$ cat config.mk
export PLATFORM = sky130hd
export DESIGN_NAME = i2c_reg_sequencer_flat
export DESIGN_NICKNAME = d
export VERILOG_FILES = /design/src/rtl/i2c_mmio_pkg.sv /design/src/rtl/i2c_reg_sequencer_if.sv /design/src/rtl/i2c_mmio_access.sv /design/src/rtl/i2c_reg_sequencer.sv /design/src/flat_wrapper.sv
export SDC_FILE = /design/constraint.sdc
export NUM_CORES = 1
export LEC_CHECK = 0
export CORE_MARGIN = 8
export CORE_UTILIZATION = 28
export CTS_CLUSTER_SIZE = 10
export DETAILED_ROUTE_END_ITERATION = 6
export SLEW_MARGIN = 5
export SYNTH_ARGS = -nofsm -noshare
export SYNTH_HDL_FRONTEND = slang
export SYNTH_SLANG_ARGS = --single-unit
$ cat constraint.sdc
create_clock -name clk -period 5.8 [get_ports clk]
set_input_delay 1.16 -clock clk [delete_from_list [all_inputs] [get_ports clk]]
set_output_delay 1.16 -clock clk [all_outputs]
set_load 0.01 [all_outputs]
$ cat src/rtl/i2c_mmio_pkg.sv
// Shared definitions for the I2C MMIO controller: command codes, status bits, register offsets.
// Latency: n/a (types and pure functions only).
// Backpressure: n/a.
package i2c_mmio_pkg;

    typedef enum logic [3:0] {
        CMD_NOP         = 4'h0,
        CMD_READ        = 4'h1,
        CMD_WRITE       = 4'h2,
        CMD_WRITE_MULTI = 4'h3,
        CMD_START       = 4'h4,
        CMD_STOP        = 4'h5,
        CMD_SET_ADDR    = 4'hB,
        CMD_RESET       = 4'hF
    } cmd_e;

    // Status register bit positions
    localparam int ST_READ_RDY   = 0;
    localparam int ST_WRITE_RDY  = 1;
    localparam int ST_BUSY       = 2;
    localparam int ST_INT        = 3;
    localparam int ST_MISSED_ACK = 9;

    typedef enum logic [1:0] {
        REG_DATA     = 2'd0,
        REG_STATUS   = 2'd1,
        REG_PRESCALE = 2'd2
    } reg_off_e;

    // Latched client request
    typedef struct packed {
        logic       write;
        logic [6:0] dev;
        logic [7:0] regi;
        logic [7:0] wdata;
    } req_t;

    // Command issued at a given step of the write or read list
    function automatic cmd_e step_cmd(input logic write, input logic [1:0] step);
        cmd_e c;
        c = CMD_NOP;
        case (step)
            2'd0: c = CMD_SET_ADDR;
            2'd1: if (write) c = CMD_WRITE_MULTI; else c = CMD_WRITE;
            2'd2: if (write) c = CMD_WRITE_MULTI; else c = CMD_READ;
            default: if (write) c = CMD_NOP; else c = CMD_STOP;
        endcase
        return c;
    endfunction

    // Full 16-bit command word: {3'b0, last, cmd, payload}
    function automatic logic [15:0] cmd_word(input req_t r, input logic [1:0] step);
        logic [7:0] payload;
        logic       last;
        payload = 8'h00;
        if (step == 2'd0)
            payload = {r.dev, 1'b0};
        else if (step == 2'd1)
            payload = r.regi;
        else if (step == 2'd2 && r.write)
            payload = r.wdata;
        last = r.write && (step == 2'd2);
        return {3'b000, last, step_cmd(r.write, step), payload};
    endfunction

    function automatic logic step_is_last(input logic write, input logic [1:0] step);
        return write ? (step == 2'd2) : (step == 2'd3);
    endfunction

    // Command finished: controller idle and the flag belonging to this command raised
    function automatic logic poll_done(input cmd_e c, input logic [3:0] st);
        logic hit;
        hit = 1'b0;
        case (c)
            CMD_WRITE, CMD_WRITE_MULTI: hit = st[ST_WRITE_RDY];
            CMD_READ:                   hit = st[ST_READ_RDY];
            CMD_STOP:                   hit = st[ST_INT];
            default:                    hit = 1'b0;
        endcase
        return hit && !st[ST_BUSY];
    endfunction

endpackage

$ cat src/rtl/i2c_reg_sequencer_if.sv
// Client request/response and MMIO bus bundle for the I2C register sequencer.
// Latency: n/a (wiring only).
// Backpressure: client side is valid/ready; MMIO side is a strobe handshake.
interface i2c_reg_sequencer_if;
    logic        req_valid;
    logic        req_ready;
    logic        req_write;
    logic [6:0]  req_dev;
    logic [7:0]  req_reg;
    logic [7:0]  req_wdata;
    logic        resp_valid;
    logic [7:0]  resp_rdata;
    logic        resp_error;
    logic [15:0] mmio_d;
    logic [15:0] mmio_q;
    logic [1:0]  mmio_addr;
    logic        mmio_i2c_select;
    logic        mmio_int_select;
    logic        mmio_req;
    logic        mmio_wr;

    // Sequencer side
    modport master (
        input  req_valid, req_write, req_dev, req_reg, req_wdata, mmio_q,
        output req_ready, resp_valid, resp_rdata, resp_error,
        output mmio_d, mmio_addr, mmio_i2c_select, mmio_int_select, mmio_req, mmio_wr
    );

    // Client plus controller side
    modport slave (
        output req_valid, req_write, req_dev, req_reg, req_wdata, mmio_q,
        input  req_ready, resp_valid, resp_rdata, resp_error,
        input  mmio_d, mmio_addr, mmio_i2c_select, mmio_int_select, mmio_req, mmio_wr
    );
endinterface

$ cat src/rtl/i2c_mmio_access.sv
// Performs one MMIO access: holds mmio_req high REQ_HOLD cycles, captures mmio_q on the last high cycle.
// Latency: start cycle + REQ_HOLD high cycles + 1 low cycle (done pulses in the low cycle).
// Backpressure: start is ignored unless idle; caller holds start until done.
module i2c_mmio_access #(
    parameter int REQ_HOLD = 2
) (
    input  logic        clk,
    input  logic        rst,
    input  logic        start,
    input  logic        wr,
    input  logic        i2c_sel,
    input  logic        int_sel,
    input  logic [1:0]  addr,
    input  logic [15:0] d,
    output logic        idle,
    output logic        done,
    output logic [15:0] q,
    output logic        mmio_req,
    output logic        mmio_wr,
    output logic        mmio_i2c_select,
    output logic        mmio_int_select,
    output logic [1:0]  mmio_addr,
    output logic [15:0] mmio_d,
    input  logic [15:0] mmio_q
);
    localparam logic [1:0] A_IDLE = 2'd0;
    localparam logic [1:0] A_HIGH = 2'd1;
    localparam logic [1:0] A_LOW  = 2'd2;

    localparam int         HOLD      = (REQ_HOLD < 1) ? 1 : REQ_HOLD;
    localparam logic [7:0] HOLD_LAST = 8'(HOLD - 1);

    logic [1:0] state;
    logic [7:0] hold_cnt;

    // Strobe sequencing: latch bus fields, hold req high, then force one low cycle
    always_ff @(posedge clk) begin
        if (rst) begin
            state           <= A_IDLE;
            hold_cnt        <= 8'd0;
            q               <= 16'h0000;
            mmio_req        <= 1'b0;
            mmio_wr         <= 1'b0;
            mmio_i2c_select <= 1'b0;
            mmio_int_select <= 1'b0;
            mmio_addr       <= 2'd0;
            mmio_d          <= 16'h0000;
        end else begin
            case (state)
                A_IDLE: begin
                    if (start) begin
                        mmio_req        <= 1'b1;
                        mmio_wr         <= wr;
                        mmio_i2c_select <= i2c_sel;
                        mmio_int_select <= int_sel;
                        mmio_addr       <= addr;
                        mmio_d          <= d;
                        hold_cnt        <= 8'd0;
                        state           <= A_HIGH;
                    end
                end
                A_HIGH: begin
                    if (hold_cnt == HOLD_LAST) begin
                        mmio_req <= 1'b0;
                        q        <= mmio_q;
                        state    <= A_LOW;
                    end else begin
                        hold_cnt <= hold_cnt + 8'd1;
                    end
                end
                A_LOW: begin
                    mmio_i2c_select <= 1'b0;
                    mmio_int_select <= 1'b0;
                    state           <= A_IDLE;
                end
                default: state <= A_IDLE;
            endcase
        end
    end

    assign idle = (state == A_IDLE);
    assign done = (state == A_LOW);

endmodule

$ cat src/rtl/i2c_reg_sequencer.sv
// Turns one register read/write request into the I2C MMIO command sequence, polling status until done.
// Latency: several MMIO accesses plus status polls; resp_valid pulses once per accepted request.
// Backpressure: req_ready low while a request is in flight; req_valid during that time is ignored.
module i2c_reg_sequencer
    import i2c_mmio_pkg::*;
#(
    parameter int POLL_GAP = 8,
    parameter int REQ_HOLD = 2,
    parameter int TIMEOUT  = 65535
) (
    input logic                   clk,
    input logic                   rst,
    i2c_reg_sequencer_if.master   bus
);
    localparam logic [2:0] S_IDLE  = 3'd0;
    localparam logic [2:0] S_CLEAR = 3'd1;
    localparam logic [2:0] S_ISSUE = 3'd2;
    localparam logic [2:0] S_POLL  = 3'd3;
    localparam logic [2:0] S_NEXT  = 3'd4;
    localparam logic [2:0] S_FETCH = 3'd5;
    localparam logic [2:0] S_ABORT = 3'd6;
    localparam logic [2:0] S_DONE  = 3'd7;

    localparam logic [15:0] GAP     = 16'(POLL_GAP);
    localparam logic [15:0] TMO_LIM = 16'(TIMEOUT);

    logic [2:0]  state;
    logic [1:0]  step;
    req_t        req_r;
    logic [15:0] gap_cnt;
    logic [15:0] tmo_cnt;
    logic        req_ready;
    logic [7:0]  resp_rdata;
    logic        resp_error;

    logic        acc_start;
    logic        acc_wr;
    logic        acc_i2c;
    logic        acc_int;
    logic [1:0]  acc_addr;
    logic [15:0] acc_d;
    logic        acc_idle;
    logic        acc_done;
    logic [15:0] acc_q;

    cmd_e        cur_cmd;
    logic        tmo_hit;
    logic        unused_q_bits;

    assign cur_cmd       = step_cmd(req_r.write, step);
    assign tmo_hit       = (tmo_cnt >= TMO_LIM);
    assign unused_q_bits = ^{acc_q[15:10], acc_q[8]};

    // Bus access requested by the current state
    always_comb begin
        acc_start = 1'b0;
        acc_wr    = 1'b0;
        acc_i2c   = 1'b1;
        acc_int   = 1'b0;
        acc_addr  = REG_DATA;
        acc_d     = 16'h0000;
        case (state)
            S_CLEAR: begin
                acc_start = 1'b1;
                acc_i2c   = 1'b0;
                acc_int   = 1'b1;
            end
            S_ISSUE: begin
                acc_start = 1'b1;
                acc_wr    = 1'b1;
                acc_d     = cmd_word(req_r, step);
            end
            S_POLL: begin
                // Never launch a poll once timed out, so abort cannot collide with a live access
                acc_start = (gap_cnt == 16'd0) && !tmo_hit;
                acc_addr  = REG_STATUS;
            end
            S_FETCH: begin
                acc_start = 1'b1;
            end
            S_ABORT: begin
                acc_start = 1'b1;
                acc_wr    = 1'b1;
                acc_d     = {4'h0, CMD_STOP, 8'h00};
            end
            default: ;
        endcase
    end

    i2c_mmio_access #(.REQ_HOLD(REQ_HOLD)) u_access (
        .clk             (clk),
        .rst             (rst),
        .start           (acc_start),
        .wr              (acc_wr),
        .i2c_sel         (acc_i2c),
        .int_sel         (acc_int),
        .addr            (acc_addr),
        .d               (acc_d),
        .idle            (acc_idle),
        .done            (acc_done),
        .q               (acc_q),
        .mmio_req        (bus.mmio_req),
        .mmio_wr         (bus.mmio_wr),
        .mmio_i2c_select (bus.mmio_i2c_select),
        .mmio_int_select (bus.mmio_int_select),
        .mmio_addr       (bus.mmio_addr),
        .mmio_d          (bus.mmio_d),
        .mmio_q          (bus.mmio_q)
    );

    // Sequencer FSM: step through the command list, poll, fetch, abort on error
    always_ff @(posedge clk) begin
        if (rst) begin
            state      <= S_IDLE;
            step       <= 2'd0;
            req_r      <= '0;
            gap_cnt    <= 16'd0;
            tmo_cnt    <= 16'd0;
            req_ready  <= 1'b1;
            resp_rdata <= 8'h00;
            resp_error <= 1'b0;
        end else begin
            case (state)
                S_IDLE: begin
                    if (bus.req_valid && req_ready) begin
                        req_r      <= '{write: bus.req_write, dev: bus.req_dev,
                                        regi: bus.req_reg, wdata: bus.req_wdata};
                        req_ready  <= 1'b0;
                        step       <= 2'd0;
                        resp_rdata <= 8'h00;
                        resp_error <= 1'b0;
                        state      <= S_CLEAR;
                    end
                end
                S_CLEAR: begin
                    tmo_cnt <= 16'd0;
                    if (acc_done)
                        state <= S_ISSUE;
                end
                S_ISSUE: begin
                    if (acc_done) begin
                        gap_cnt <= 16'd0;
                        state   <= (cur_cmd == CMD_SET_ADDR) ? S_NEXT : S_POLL;
                    end
                end
                S_POLL: begin
                    if (!tmo_hit)
                        tmo_cnt <= tmo_cnt + 16'd1;
                    if (gap_cnt != 16'd0)
                        gap_cnt <= gap_cnt - 16'd1;
                    if (acc_done) begin
                        if (acc_q[ST_MISSED_ACK])
                            state <= S_ABORT;
                        else if (poll_done(cur_cmd, acc_q[3:0]))
                            state <= S_NEXT;
                        else if (tmo_hit)
                            state <= S_ABORT;
                        else
                            gap_cnt <= GAP;
                    end else if (acc_idle && tmo_hit) begin
                        state <= S_ABORT;
                    end
                end
                S_NEXT: begin
                    if (cur_cmd == CMD_READ) begin
                        state <= S_FETCH;
                    end else if (step_is_last(req_r.write, step)) begin
                        state <= S_DONE;
                    end else begin
                        step  <= step + 2'd1;
                        state <= S_CLEAR;
                    end
                end
                S_FETCH: begin
                    if (acc_done) begin
                        resp_rdata <= acc_q[7:0];
                        step       <= step + 2'd1;
                        state      <= S_CLEAR;
                    end
                end
                S_ABORT: begin
                    if (acc_done) begin
                        resp_error <= 1'b1;
                        state      <= S_DONE;
                    end
                end
                S_DONE: begin
                    req_ready <= 1'b1;
                    state     <= S_IDLE;
                end
                default: state <= S_IDLE;
            endcase
        end
    end

    assign bus.req_ready  = req_ready;
    assign bus.resp_valid = (state == S_DONE);
    assign bus.resp_rdata = resp_rdata;
    assign bus.resp_error = resp_error;

endmodule

$ cat src/flat_wrapper.sv
// flat-port wrapper written by rule: the top's interface ports become plain ports
module i2c_reg_sequencer_flat import i2c_mmio_pkg::*;
#(
    parameter int POLL_GAP = 8,
    parameter int REQ_HOLD = 2,
    parameter int TIMEOUT  = 65535
)
  (clk, rst, bus_req_valid, bus_req_write, bus_req_dev, bus_req_reg, bus_req_wdata, bus_mmio_q, bus_req_ready, bus_resp_valid, bus_resp_rdata, bus_resp_error, bus_mmio_d, bus_mmio_addr, bus_mmio_i2c_select, bus_mmio_int_select, bus_mmio_req, bus_mmio_wr);
  i2c_reg_sequencer_if bus_i ();
  input logic clk;
  input logic rst;
  input wire logic [$bits(bus_i.req_valid)-1:0] bus_req_valid;
  input wire logic [$bits(bus_i.req_write)-1:0] bus_req_write;
  input wire logic [$bits(bus_i.req_dev)-1:0] bus_req_dev;
  input wire logic [$bits(bus_i.req_reg)-1:0] bus_req_reg;
  input wire logic [$bits(bus_i.req_wdata)-1:0] bus_req_wdata;
  input wire logic [$bits(bus_i.mmio_q)-1:0] bus_mmio_q;
  output wire logic [$bits(bus_i.req_ready)-1:0] bus_req_ready;
  output wire logic [$bits(bus_i.resp_valid)-1:0] bus_resp_valid;
  output wire logic [$bits(bus_i.resp_rdata)-1:0] bus_resp_rdata;
  output wire logic [$bits(bus_i.resp_error)-1:0] bus_resp_error;
  output wire logic [$bits(bus_i.mmio_d)-1:0] bus_mmio_d;
  output wire logic [$bits(bus_i.mmio_addr)-1:0] bus_mmio_addr;
  output wire logic [$bits(bus_i.mmio_i2c_select)-1:0] bus_mmio_i2c_select;
  output wire logic [$bits(bus_i.mmio_int_select)-1:0] bus_mmio_int_select;
  output wire logic [$bits(bus_i.mmio_req)-1:0] bus_mmio_req;
  output wire logic [$bits(bus_i.mmio_wr)-1:0] bus_mmio_wr;
  assign bus_i.req_valid = bus_req_valid;
  assign bus_i.req_write = bus_req_write;
  assign bus_i.req_dev = bus_req_dev;
  assign bus_i.req_reg = bus_req_reg;
  assign bus_i.req_wdata = bus_req_wdata;
  assign bus_i.mmio_q = bus_mmio_q;
  assign bus_req_ready = bus_i.req_ready;
  assign bus_resp_valid = bus_i.resp_valid;
  assign bus_resp_rdata = bus_i.resp_rdata;
  assign bus_resp_error = bus_i.resp_error;
  assign bus_mmio_d = bus_i.mmio_d;
  assign bus_mmio_addr = bus_i.mmio_addr;
  assign bus_mmio_i2c_select = bus_i.mmio_i2c_select;
  assign bus_mmio_int_select = bus_i.mmio_int_select;
  assign bus_mmio_req = bus_i.mmio_req;
  assign bus_mmio_wr = bus_i.mmio_wr;
  i2c_reg_sequencer #(.POLL_GAP(POLL_GAP), .REQ_HOLD(REQ_HOLD), .TIMEOUT(TIMEOUT)) u_core (.clk(clk), .rst(rst), .bus(bus_i));
endmodule
==> results.yml, run 1 <==
synth:
  yosys.area_share.simple: 0.265
  synth_cells: 626
  synthMuxAreaShare: 0.0328
  synth_top_family_by_area: "simple AND/OR/NAND/NOR gates"
  synth_top_area_frac: 0.417
  synth_cell_types: 64
  synth_area_sq_um: 5190
  synth.most_common_cell: "dfxtp_1"
  synth_seq_area_share: 0.417
  synth_xor_area_frac: 0.0236
  synthArstFlopShare: 0
  synth-adder-area-share: 0.0362
  yosys-top-cells-area: "dfxtp_1, nand2_1, a21oi_1"
  synth_commonest_cells: "dfxtp_1, nand2_1, a21oi_1, nor2_1, nand3_1"
  postSynthAreaPerCell_sq_um: 8.29
  yosysTopAreaCell: "dfxtp_1"
  synth_edf_count: 0
  ys_seq_elements: 108
  ys.flop_type: "dfxtp_1"
  yosys_warnings: 0
  synth_compound_area_frac: 0.184
detailed_routing:
  dr.first_iter.drc_count: 241
  ant_nets: 0
  viasPerCell: 4.90
  firstDrtPassIters: 4
  wl_um: 13100
  wl_per_cell_um: 14.4
  route.vias.total: 4441
  drc: 0
clocking:
  clkTransAtPathRegs_ns: 0.07
  cts-root-buf: "clkbuf_16"
  cts-resized-gates: 0
  cts.sinks: 108
  clock_path_buffers: 2
  cts_max_level: 3
  cts_tree: "done"
  ctsHoldBuffers: 0
  cts_buffers: 9
  cts_setup_buffers: 0
  worstSkewPairLatency_ns: 0.35
placed_design:
  finalWeightedCongestion: 0.782
  dpl_worst_slack_ns: 2.69
  dp.cells: 890
  io_buffer_count: 64
  dp_hpwl_um: 9330
hold_path:
  hold_start: "u_core.req_r[3]"
  holdPathEnd: "u_core.req_r[3]"
  worstHoldPathCells: 2
  hp-class: "reg2reg"
timing:
  slew_violations: 0
  fin_crit_ns: 3.08
  max_slew.worst_pin.slew_ns: 0.818
  holdWs_ns: 0.453
  tns_ns: 0
  rsz0062_at_grt: "false"
  worst_clock_skew_ns: 0.00865
  fmaxAchievable_mhz: 325
  final-hold-violation-count: 0
  fin_crit_sh: 0.531
  layout_setup_ws_ns: 2.72
  setup_viol: 0
  slew-limit-headroom: 0.452
grt:
  grt_overflow: 0
  grt.total_usage: 0.113
  grt_first_pass_wirelength_um: 21600
  grt_max_degree: 74
  antenna_found_initial: 0
  grt_pass1_vias: 4138
pwr:
  p_leak_nw: 2.26
  ir_worst_vdd_mv: 0.150
  power_density_nw_per_um2: 297
  total_power_w: 0.00187
layout:
  post_route_cells_drive_above_1_share: 0.0473
  nFillCells: 1852
  area.growth.synth_to_final_pct: 21.0
  fin_cells: 906
  fin_nets: 730
  n_antenna_cell: 0
run:
  maxCapViolations: 0
worst_setup_path:
  ff2ff_setup_slack_ns: 2.72
  timing.rr.end: "u_core.u_access.mmio_d[0]"
  r2r-start: "u_core.state[1]"
  critPathRequiredTime_ns: 6.09
  end_kind: "flop"
  crit_path_start_kind: "flop"
  crit_path_max_fanout: 12
  crit_type: "reg2reg"
  rr_worst_depth: 7
  cp.arrival_ns: 3.37
floorplanning:
  chipHeight_um: 152
  ioPinCount: 76
  dieWidth_um: 152
  start_util: 0.287
  rows: 49
  core_sq_um: 18100
  die_area_sq_um: 23100
status:
  status: "completed"
final cells by class:
class                           count  area, sq um  share of cell area
Clock inverter                      2         16.3             0.00259
Sequential cell                   108         2160               0.344
Clock buffer                       14          284              0.0452
Inverter                           12         45.0             0.00718
Timing Repair Buffer               67          658               0.105
Tap cell                          229          287              0.0456
Multi-Input combinational cell    474         2830               0.450
state kept, by name, summed over array words and instances (netlist names), 2 cells and up:
register and count:
u_core.req_r 24, u_core.gap_cnt 16, u_core.tmo_cnt 16, u_core.u_access.mmio_d 13, u_core.u_access.q 9, u_core.bus.resp_rdata 8, u_core.u_access.hold_cnt 8, u_core.state 3
u_core.step 2, u_core.u_access.state 2
critical path, stage by stage, from the launching register on:
cell and delay [ns]:
dfxtp_1 0.43, ha_1 0.23, and2b_1 0.31, o41a_1 0.39
a31o_2 0.30, nand2_1 0.30, nor3_2 0.78, a32o_1 0.27
cells in the final DEF, fill, tap and decap left out, drive strengths merged, types with 7 or more instances in the layout:
| cell type | netlist | routed |
|---|---|---|
| nand2b | 19 | 19 |
| clkbuf | 24 | 14 |
| nand4 | 9 | 9 |
| and2 | 7 | 7 |
| a21oi | 65 | 65 |
| nand2 | 93 | 93 |
| nor4 | 9 | 9 |
| nor2 | 61 | 61 |
| ha | 15 | 15 |
| inv | 12 | 12 |
| xor2 | 9 | 9 |
| dfxtp | 108 | 108 |
| clkdlybuf4s50 | 0 | 63 |
| a22o | 11 | 11 |
| mux2i | 17 | 17 |
| o21ai | 33 | 33 |
| nor3b | 12 | 12 |
| or3 | 8 | 8 |
| nor3 | 8 | 8 |
| nand3 | 26 | 26 |
logic make-up after synthesis:
family          after synthesis
mux                          17
other cells                   1
buf+inv                      47
xor+xnor                     14
flops                       108
simple gates                276
compound gates              148
fa+ha+maj                    15
power by group:
| part | internal (W) | switching (W) | total, W |
|---|---|---|---|
| Clock | 0.000340 | 0.000274 | 0.000614 |
| Sequential | 0.000793 | 0.0000454 | 0.000839 |
| Combinational | 0.000154 | 0.000259 | 0.000413 |
| Total | 0.00129 | 0.000579 | 0.00187 |
how the worst max path moves through the flow:
| stage | start | end | slack, ns |
|---|---|---|---|
| floorplan | u_core.step[0] | u_core.gap_cnt[15] | 3.46 |
| global placement | bus_req_valid | u_core.bus.resp_rdata[5] | 2.72 |
| detailed placement | bus_req_valid | u_core.bus.resp_rdata[5] | 2.69 |
| CTS | u_core.state[1] | u_core.u_access.mmio_d[0] | 2.70 |
| global route | u_core.state[1] | u_core.u_access.mmio_d[0] | 2.49 |
| finish | u_core.state[1] | u_core.u_access.mmio_d[0] | 2.72 |
metal layers:
layer  routed length, um  global-route usage  part of all wire
met1                6220               0.143              0.48
met2                6080               0.185              0.47
met3                 588              0.0269             0.045
met4                 170              0.0366             0.013
met5                   0                   0                 0
through the flow:
stage                util  area [sq um]
global placement    0.330          5980
detailed placement  0.330          5980
finish              0.347          6280
floorplan               -          5200
CTS                 0.347          6280
global route        0.347          6280
(Power assumes the default switching activity.)
==> run 2: changes to the inputs <==
clock period = 2.52 ns   (was 5.8 ns; I/O delays follow)
==> run 2 against run 1 <==
Compared with the run above:
- sequential share of layout area shrank 0.88 points
- hold slack worse by 0.0027 ns
- total power up 130%
- non-clock buffer count increased by 25
- cell count up 2.5%
- register-to-register slack lost 2.6 ns
==> results.yml, run 2 (synthesis gave the netlist of run 1 again) <==
worst_setup_path:
  cp_cell_sequence: "inv_1, ha_1, or3b_1, o32ai_4, a211oi_2, or3_4, or3_1, o21ai_0"
  crit_path_max_fanout: 13
  end_kind: "flop"
  crit_path_start_kind: "flop"
  slowest_delay_ns: 0.43
  cp.arrival_ns: 2.66
  crit_type: "reg2reg"
  critPathSlowestCell: "or3_4"
  critPathRequiredTime_ns: 2.79
timing:
  slew-limit-headroom: 0.580
  fin_crit_ns: 2.39
  setup_viol: 0
  worst_clock_skew_ns: 0.00725
  slew_violations: 0
  fmaxAchievable_mhz: 419
  max_slew.worst_pin.slew_ns: 0.628
  rsz0062_at_grt: "false"
  tns_ns: 0
  fin_crit_sh: 0.948
  final-hold-violation-count: 0
placed_design:
  postPlaceCellArea_sq_um: 6160
  dp_hpwl_um: 9780
  dp.cells: 915
  io_buffer_count: 64
  finalWeightedCongestion: 0.778
clocking:
  worstSkewPairLatency_ns: 0.35
  ctsHoldBuffers: 0
  clkTransAtPathRegs_ns: 0.07
  cts_buffers: 9
  cts-root-buf: "clkbuf_16"
  cts_tree: "done"
  cts_max_level: 3
  clock_path_buffers: 2
  cts.sinks: 108
  cts_setup_buffers: 0
layout:
  n_antenna_cell: 0
  nFillCells: 1887
  mostFrequentLayoutCells: "dfxtp_1, nand2_1, a21oi_1, clkdlybuf4s50_1, nor2_1"
  fin_cells: 929
  largest-register: "u_core.req_r"
  top_regs: "u_core.req_r: 24 flops, u_core.gap_cnt: 16 flops, u_core.tmo_cnt: 16 flops"
  mostFrequentLayoutCell: "dfxtp_1"
  fin_nets: 755
  post_route_cells_drive_above_1_share: 0.0800
  fin_area_sq_um: 6440
  area.growth.synth_to_final_pct: 24.1
  largest_register_ffs: 24
status:
  status: "completed"
grt:
  grt_overflow: 0
  grt.total_usage: 0.117
  grt_max_degree: 40
  grt_pass1_vias: 4295
  antenna_found_initial: 0
  grt_first_pass_wirelength_um: 22400
detailed_routing:
  wl_um: 13400
  firstDrtPassIters: 4
  viasPerCell: 4.86
  wl_per_cell_um: 14.5
  route.vias.total: 4518
  dr.first_iter.drc_count: 258
  ant_nets: 0
  drc: 0
pwr:
  p_leak_nw: 2.37
  power_density_nw_per_um2: 665
  internal_power_w: 0.00294
  ir_worst_vdd_mv: 0.325
  p_sw_frac: 0.314
  seq_power_share: 0.451
  pwr-share-clk: 0.303
  combPwrFrac: 0.246
  switchingPower_w: 0.00135
floorplanning:
  chipHeight_um: 152
  start_util: 0.287
  core_sq_um: 18100
  dieWidth_um: 152
  ioPinCount: 76
  die_area_sq_um: 23100
  rows: 49
run:
  maxCapViolations: 0
hold_path:
  hp-class: "in2reg"
==> run 2: cell count changes in the layout (fill, tap and decap cells not counted), sizes merged <==
cell	delta
buf	+25
clkbuf	-2
==> run 2: per-layer routing <==
| layer | global-route usage | part of all wire |
|---|---|---|
| met3 | 0.0284 | 0.033 |
| met2 | 0.194 | 0.47 |
| met4 | 0.0347 | 0.012 |
| met5 | 0 | 0 |
| met1 | 0.147 | 0.49 |
==> run 2: power groups by stage <==
| stage | logic (W) | clock network, W | registers (W) |
|---|---|---|---|
| 2_1_floorplan | 0.000693 | 0 | 0.00194 |
| 3_3_place_gp | 0.00104 | 0 | 0.00197 |
| 3_5_place_dp | 0.00105 | 0 | 0.00197 |
| 4_1_cts | 0.00105 | 0.00134 | 0.00193 |
| 5_1_grt | 0.00118 | 0.00141 | 0.00195 |
| 6_report | 0.00106 | 0.00130 | 0.00193 |
==> run 2: path summary, 6_finish.rpt <==
kind | from | end | slack (ns) | cells after the start
worst max-delay path | u_core.step[1] | u_core.gap_cnt[7] | 0.13 | 8
worst min-delay path | rst | u_core.gap_cnt[3] | 0.45 | 2
worst max register to register | u_core.step[1] | u_core.gap_cnt[7] | 0.13 | 8
worst min register to register | u_core.u_access.mmio_addr[0] | u_core.u_access.mmio_addr[0] | 0.45 | 2
==> run 2: through the flow <==
stage               power (W)   util  hold slack, ns  setup WS [ns]
floorplan             0.00264      -           0.432          0.180
global placement      0.00301  0.341           0.439         0.0276
detailed placement    0.00301  0.341           0.443        -0.0183
CTS                   0.00433  0.355           0.438          0.119
global route          0.00454  0.356           0.469         0.0149
finish                0.00428  0.356           0.450          0.131
==> run 2: area by class of cell <==
type | count | area [sq um] | area share
Multi-Input combinational cell | 474 | 2840 | 0.441
Clock inverter | 2 | 12.5 | 0.00194
Clock buffer | 12 | 246 | 0.0383
Sequential cell | 108 | 2160 | 0.336
Timing Repair Buffer | 92 | 846 | 0.131
Tap cell | 229 | 287 | 0.0445
Inverter | 12 | 45.0 | 0.00699
==> run 2: timing repair <==
action | 4_1_cts | 5_1_grt
setup endpoints to repair | 1 | 4
gates resized for setup | 1 | 2
pin swaps | 0 | 1
==> run 2: critical path, delay by kind of cell, from the launching register on <==
family,cells,cell delay (ns)
AO/OA/AOI/OAI,3,0.39
adder cells (fa/ha/maj),1,0.20
buffers and inverters,1,0.09
AND/OR/NAND/NOR,3,1.20
flip-flops,1,0.42
